===== src/rtl/event_encoder.sv =====
// Clocked 8-to-3 event encoder: synchronises eight request lines, captures rising
// edges into a pending mask and serialises them as 3-bit indices over valid/ready.
// Define EVENT_ENCODER_RR_EN for round-robin selection instead of fixed 7-high priority.
module event_encoder #(
  parameter int SYNC_STAGES = 2
) (
  input  logic       iClk,
  input  logic       iRst_n,
  input  logic [7:0] iData,
  input  logic       iEna,
  input  logic       iReady,
  input  logic       iClrOvf,
  output logic [2:0] oData,
  output logic       oValid,
  output logic [7:0] oPending,
  output logic       oOverflow
);

  typedef enum logic {
    IDLE  = 1'b0,
    VALID = 1'b1
  } state_t;

  state_t     state_q, state_d;
  logic [7:0] sync_q [SYNC_STAGES];
  logic [7:0] prev_q;
  logic [7:0] pending_q, pending_d;
  logic [2:0] data_q;
  logic       ovf_q;

  logic [7:0] rise;
  logic [7:0] set_mask;
  logic [7:0] clr_mask;
  logic       ovf_hit;
  logic       load;
  logic [2:0] pick_idx;

  // Synchroniser chain plus the previous-value register used for edge detection.
  // NOTE: sequential state uses non-blocking (<=) so every flop samples pre-edge values.
  always_ff @(posedge iClk or negedge iRst_n) begin
    if (!iRst_n) begin
      for (int s = 0; s < SYNC_STAGES; s++) sync_q[s] <= '0;
      prev_q <= '0;
    end else begin
      sync_q[0] <= iData;
      for (int s = 1; s < SYNC_STAGES; s++) sync_q[s] <= sync_q[s-1];
      prev_q <= sync_q[SYNC_STAGES-1];
    end
  end

  assign rise = sync_q[SYNC_STAGES-1] & ~prev_q;

`ifdef EVENT_ENCODER_RR_EN
  logic [2:0] ptr_q;

  // Search from last+1 upward with wrap; descending offsets so the nearest one wins.
  function automatic logic [2:0] pick_rr(input logic [7:0] mask, input logic [2:0] last);
    logic [2:0] idx;
    pick_rr = '0;
    for (int k = 8; k >= 1; k--) begin
      idx = last + k[2:0];
      if (mask[idx]) pick_rr = idx;
    end
  endfunction

  assign pick_idx = pick_rr(pending_q, ptr_q);

  always_ff @(posedge iClk or negedge iRst_n) begin
    if (!iRst_n)   ptr_q <= 3'd7;
    else if (load) ptr_q <= pick_idx;
  end
`else
  // Fixed priority, index 7 highest: later loop iterations override earlier ones.
  function automatic logic [2:0] pick_fixed(input logic [7:0] mask);
    pick_fixed = '0;
    for (int i = 0; i < 8; i++) begin
      if (mask[i]) pick_fixed = 3'(i);
    end
  endfunction

  assign pick_idx = pick_fixed(pending_q);
`endif

  // NOTE: every always_comb output gets a default first so no latch is inferred.
  always_comb begin
    state_d = state_q;
    load    = 1'b0;
    unique case (state_q)
      IDLE: begin
        if (|pending_q) begin
          load    = 1'b1;
          state_d = VALID;
        end
      end
      VALID: begin
        if (iReady) begin
          if (|pending_q) load    = 1'b1;
          else            state_d = IDLE;
        end
      end
      default: state_d = IDLE;
    endcase
  end

  // A new edge on the line being granted re-arms it and is not an overflow.
  always_comb begin
    set_mask  = iEna ? rise : 8'd0;
    clr_mask  = load ? (8'd1 << pick_idx) : 8'd0;
    ovf_hit   = |(set_mask & pending_q & ~clr_mask);
    pending_d = (pending_q & ~clr_mask) | set_mask;
  end

  always_ff @(posedge iClk or negedge iRst_n) begin
    if (!iRst_n) begin
      state_q   <= IDLE;
      pending_q <= '0;
      data_q    <= '0;
      ovf_q     <= 1'b0;
    end else begin
      state_q   <= state_d;
      pending_q <= pending_d;
      if (load) data_q <= pick_idx;
      if (ovf_hit)      ovf_q <= 1'b1;
      else if (iClrOvf) ovf_q <= 1'b0;
    end
  end

  assign oData     = data_q;
  assign oValid    = (state_q == VALID);
  assign oPending  = pending_q;
  assign oOverflow = ovf_q;

endmodule


===== config.mk =====
export PLATFORM = sky130hd
export DESIGN_NAME = event_encoder
export DESIGN_NICKNAME = d
export VERILOG_FILES = /design/src/rtl/event_encoder.sv
export SDC_FILE = /design/constraint.sdc
export NUM_CORES = 1
export LEC_CHECK = 0
export ABC_CLOCK_PERIOD_IN_PS = 2100
export BUFFER_PORTS_ARGS = -buffer_cell sky130_fd_sc_hd__buf_4
export CAP_MARGIN = 20
export CORE_MARGIN = 5
export CORE_UTILIZATION = 50
export CTS_BUF_LIST = sky130_fd_sc_hd__clkbuf_4 sky130_fd_sc_hd__clkbuf_8 sky130_fd_sc_hd__clkbuf_16
export DETAILED_ROUTE_END_ITERATION = 8
export GPL_ROUTABILITY_DRIVEN = 0
export HOLD_SLACK_MARGIN = 0.06
export PLACE_DENSITY = 0.72
export SYNTH_ARGS = -nofsm -noshare
export SYNTH_HDL_FRONTEND = slang
export SYNTH_SLANG_ARGS = --single-unit

===== constraint.sdc =====
create_clock -name iClk -period 2.1 [get_ports iClk]
set_clock_uncertainty 0.2 [all_clocks]
set_input_delay 0.105 -clock iClk [delete_from_list [all_inputs] [get_ports iClk]]
set_output_delay 0.105 -clock iClk [all_outputs]
set_load 0.03 [all_outputs]

# Yosys cells after proc, flatten, opt, wreduce, memory -nomap -nowiden
# Index checks and enable logic that the tools add are counted.
# classes
shift	1
bitwise	8
n_reduce_logical	3
muxes	16
# ops
op	count
8-bit bitwise AND	4
3-bit two-way mux	6
8-bit two-way mux	2
8-bit inverter	2
8-bit OR reduction	2
8-bit OR	1
1-bit by 3-bit left shift with 8-bit output, first input constant	1
1-bit two-way mux	6
1-bit case mux with 2 select lines	2
2-bit nonzero test	1
1-bit inverter	1
# word_totals
register_bits	37
in_bits	13
wordCells	35
out_inout_bits	13

# Depth between registers and ports, before layout
# logic_depth
word_depth	13
ltp_mapped	5
depth_no_buf	4

# Worst setup path before layout
# No wires, ideal clock.
# synth_path
kind	reg-to-reg
startpoint	register pending_q[5], in the netlist oPending[5]
endpoint	register ovf_q, in the netlist oOverflow
path_stages_with_launch	6
required_time_ns	1.759
t_arrival_ns	1.559
setup_time_ns	0.141
slack_ns	0.200
n_path_buf	1
period_less_slack_ns	1.900
cell_sequence	dfrtp_1 > buf_2 > or4_4 > o31ai_4 > a2bb2oi_1 > o2111ai_1
# synth_via
elab_chain_cells	9
elab_cells_between_ends	15
classes_between	1 x shift; 8 x mux; 3 x bitwise; 3 x reduce/logical
# synth_rtl
item	line	source
from (decl)	27	logic [7:0] pending_q, pending_d;
from (signal assigned)	121	pending_q <= pending_d;
8-bit OR reduction / 3-bit two-way mux (equally long branches)	90, 97, 77	
1-bit two-way mux / 3-bit two-way mux (equally long branches)	90, 97, 77	
1-bit two-way mux / 3-bit two-way mux (equally long branches)	96, 77	
1-bit case mux with 2 select lines / 1-bit by 3-bit left shift with 8-bit output (equally long branches)	88, 108	
8-bit two-way mux	108	clr_mask = load ? (8'd1 << pick_idx) : 8'd0;
8-bit inverter	109	ovf_hit = |(set_mask & pending_q & ~clr_mask);
8-bit bitwise AND (*)	109	
8-bit OR reduction (*)	109	
1-bit two-way mux / 2-bit nonzero test (equally long branches)	n/a	
to (signal assigned)	118	ovf_q <= 1'b0;
to (signal assigned)	123	if (ovf_hit) ovf_q <= 1'b1;
to (signal assigned)	124	else if (iClrOvf) ovf_q <= 1'b0;
to (decl)	29	logic ovf_q;
# Mark *: on every way between the ends. The rest lies on a longest branch, timed or not.
# A chain may end at the register's enable or synchronous reset.

# Worst setup path after layout
# layout_path
startpoint	register pending_q[7], in the netlist oPending[7]
endpoint	register pending_q[1], in the netlist oPending[1]
# layout_via
elab_chain_cells	8
elab_cells_between_ends	10
classes_between	1 x shift; 5 x mux; 3 x bitwise; 1 x reduce/logical
# layout_rtl
item	line	source
8-bit OR reduction	90, 97	
1-bit two-way mux	90, 97	
1-bit two-way mux	96	if (iReady) begin
1-bit case mux with 2 select lines	88	unique case (state_q)
8-bit two-way mux (*)	108	
8-bit inverter (*)	110	pending_d = (pending_q & ~clr_mask) | set_mask;
8-bit bitwise AND (*)	110	
8-bit OR (*)	110	
named net pending_d[1]	27	
# Mark *: on every way through the listed nets, which the timed path passes. The rest lies on a longest branch.

==> impl_results.md <==
* Status: finished, final reports clean
* Vias per inst at 5.32
* Total global-route track usage at 16.7%
* Pwr dens at 934 nW/µm²
* Total congestion overflow at 0
* Dominant cells by area after synthesis: dfrtp_1 70%, o21ai_0 3.0%, nand3b_1 2.8%
* # diodes at 0
* Leakage at 0.000801 µW
* Count of final max-slew check failures at 0
* FILL cells at 179
* Drt drc at 0
* CTS max path bufs at 2
* Critical path type: reg -> reg
* Post-CTS Repair Setup Buffers at 0
* Post-Route WL at 2.42 mm
* Share of the synthesized area in the top cell type at 70.1%
* Antenna violations before repair at 0
* Worst Slack Setup Final at 0.209 ns
* Number of cells in the design after placement at 150
* Drt initial violations at 27
* Number of global-route vias before repair at 1006
* CTS buffer count at 5
* Post-synthesis register bit count at 37
* Worst setup SP type: flip-flop
* CTS tree: done
* Top FF cell, synth: dfrtp_1
* Maximum clock frequency at 529 MHz
* Fin nets at 155
* Clk slew on worst S/H paths at 0.11 ns
* Syn Area/Cell at 13.5 µm²
* Hold Fails Final Rpt at 0
* Crit path max fanout at 8
* Hold Path Class: reg -> reg
* TritonRoute pass-1 iters at 3
* Area leader, netlist: dfrtp_1
* Root Driver: clkbuf_4
* Ports at 26
* Worst slew margin at 61.0%
* Initial core utilization at 52.9%
* Global-route wire length before repair at 4.44 mm
* Warning count from the yosys run at 0
* Sequential fraction of the synthesis area at 70.1%
* Clk Latency, worst-skew pair at 0.33 ns
* Post-Syn Instances at 98
* CP endpoint kind: flip-flop
* Yosys cell types at 32
* Die outline width at 61.4 µm
* Post-synth EDFFs at 0
* Setup TNS at 0 ns
* HPWL Detailed at 1.64 mm
* Antenna-violating nets left at 0
* Most common cell in the netlist: dfrtp_1
* Final worst-path cycle share at 90.0%
* # rows at 18
* Core footprint at 2500 µm²
* Die ar. at 3770 µm²
* CP arrival at 1.92 ns
* Worst Tran Pin Value at 0.584 ns
* CTS sink cnt at 37
* Post-synth top cells: 37 x dfrtp_1, 8 x nand2_1, 8 x o21ai_0
* DR vias at 920
* IO Port Bufs at 25
* Mapped Nets at 111
* Area growth, synth to finish at 33.5%
* DR WL/cell at 14.0 µm
* VDD IR max at 0.704 mV
* Post-route insts no fill at 173
* Mapped Area at 1320 µm²
* Layout cells sized above 1 at 26.6%
* Crit path required time at 2.13 ns
* Largest net degree at the start of global routing at 29
* Final setup vio count at 0
* # Max-Cap Violations at 0
* H-tree Lvls at 2
* Die height at 61.4 µm
* Async set or reset register ratio after synthesis at 100%
* Setup WS pre-CTS at 0.238 ns
* RSZ-0062 raised after global routing: false
* Fin crit period at 1.89 ns
layer usage:
metal / wire length, µm / GRT usage (%) / vias up
met2: 1210 / 28.2 / 22
met4: 43 / 6.67 / 0
li1: - / - / 443
met1: 1010 / 19.0 / 450
met5: 0 / 0 / -
met3: 151 / 6.29 / 5
worst max-delay path, stage by stage (launching register included):
cell and delay [ns]:
dfrtp_1 0.48, nor4_2 0.46, o2111ai_1 0.24, o21bai_1 0.21
a32o_1 0.21
timing repair:
item / CTS / global route
hold buffers: 15 / 0
resized for setup: 0 / 0
hold endpoints to repair: 56 / 0
endpoints found under the setup margin: 0 / 0
power breakdown:
part	total [µW]	internal, µW	switching [µW]	leakage (µW)
logic	376	163	213	0.000335
registers	863	784	79.2	0.000424
clock network	409	194	215	0.0000413
final timing paths:
| path | startpoint | endpoint | slack [ns] | depth (start not counted) |
|---|---|---|---|---|
| max in group asynchronous | iRst_n | oOverflow | 0.31 | 4 |
| min in group asynchronous | iRst_n | oPending[3] | 0.57 | 4 |
| setup / recovery | oPending[7] | oPending[1] | 0.21 | 4 |
| hold reg to reg | sync_q[9] | sync_q[1] | 0.15 | 0 |
| hold / removal | sync_q[9] | sync_q[1] | 0.15 | 0 |
| setup reg to reg | oPending[7] | oPending[1] | 0.21 | 4 |
placed cells by master (no fill, tap or decap), types with 2 or more instances in the layout:
cell / Yosys / final
dfrtp_1: 37 / 37
buf_4: 0 / 25
dlygate4sd3_1: 0 / 14
nand2_1: 8 / 8
o21ai_0: 8 / 8
inv_1: 6 / 6
nand3b_1: 5 / 5
clkbuf_4: 0 / 5
nor2_1: 3 / 3
nand2b_1: 2 / 2
a21oi_1: 2 / 2
o2111ai_1: 2 / 2
a211oi_1: 2 / 2
clkbuf_8: 0 / 2
area by class of cell:
cell class                      count  area, µm²  share of cell area (%)
Tap cell                           30       37.5                    2.13
Sequential cell                    37        926                    52.5
Inverter                            6       22.5                    1.28
Clock buffer                        7       65.1                    3.69
Multi-Input combinational cell     52        360                    20.4
Clock inverter                      1       5.00                   0.284
Timing Repair Buffer               40        348                    19.7
state kept, by name, summed over array words and instances, names as in the netlist:
| register | count |
|---|---|
| oValid | 1 |
| oPending | 8 |
| sync_q | 16 |
| prev_q | 8 |
| oData | 3 |
| oOverflow | 1 |
stage by stage:
step                      total power, µW  area [µm²]  hold WS, ns  utilization [%]
after floorplan                      1080        1320       -0.391                -
after global placement               1230        1530       -0.117             61.4
after detailed placement             1230        1530       -0.109             61.4
after CTS                            1670        1760        0.150             70.6
after global routing                 1760        1760        0.169             70.6
final                                1650        1760        0.146             70.6
cells by family (layout without fill, tap and decap cells):
logic type,Yosys count,after routing,synth area share (%)
AND/OR/NAND/NOR,26,26,12.2
AO/OA/AOI/OAI,26,26,15.1
flip-flops,37,37,70.1
buffers and inverters,9,54,2.65
Note: power is estimated with default switching activity, not from simulation.
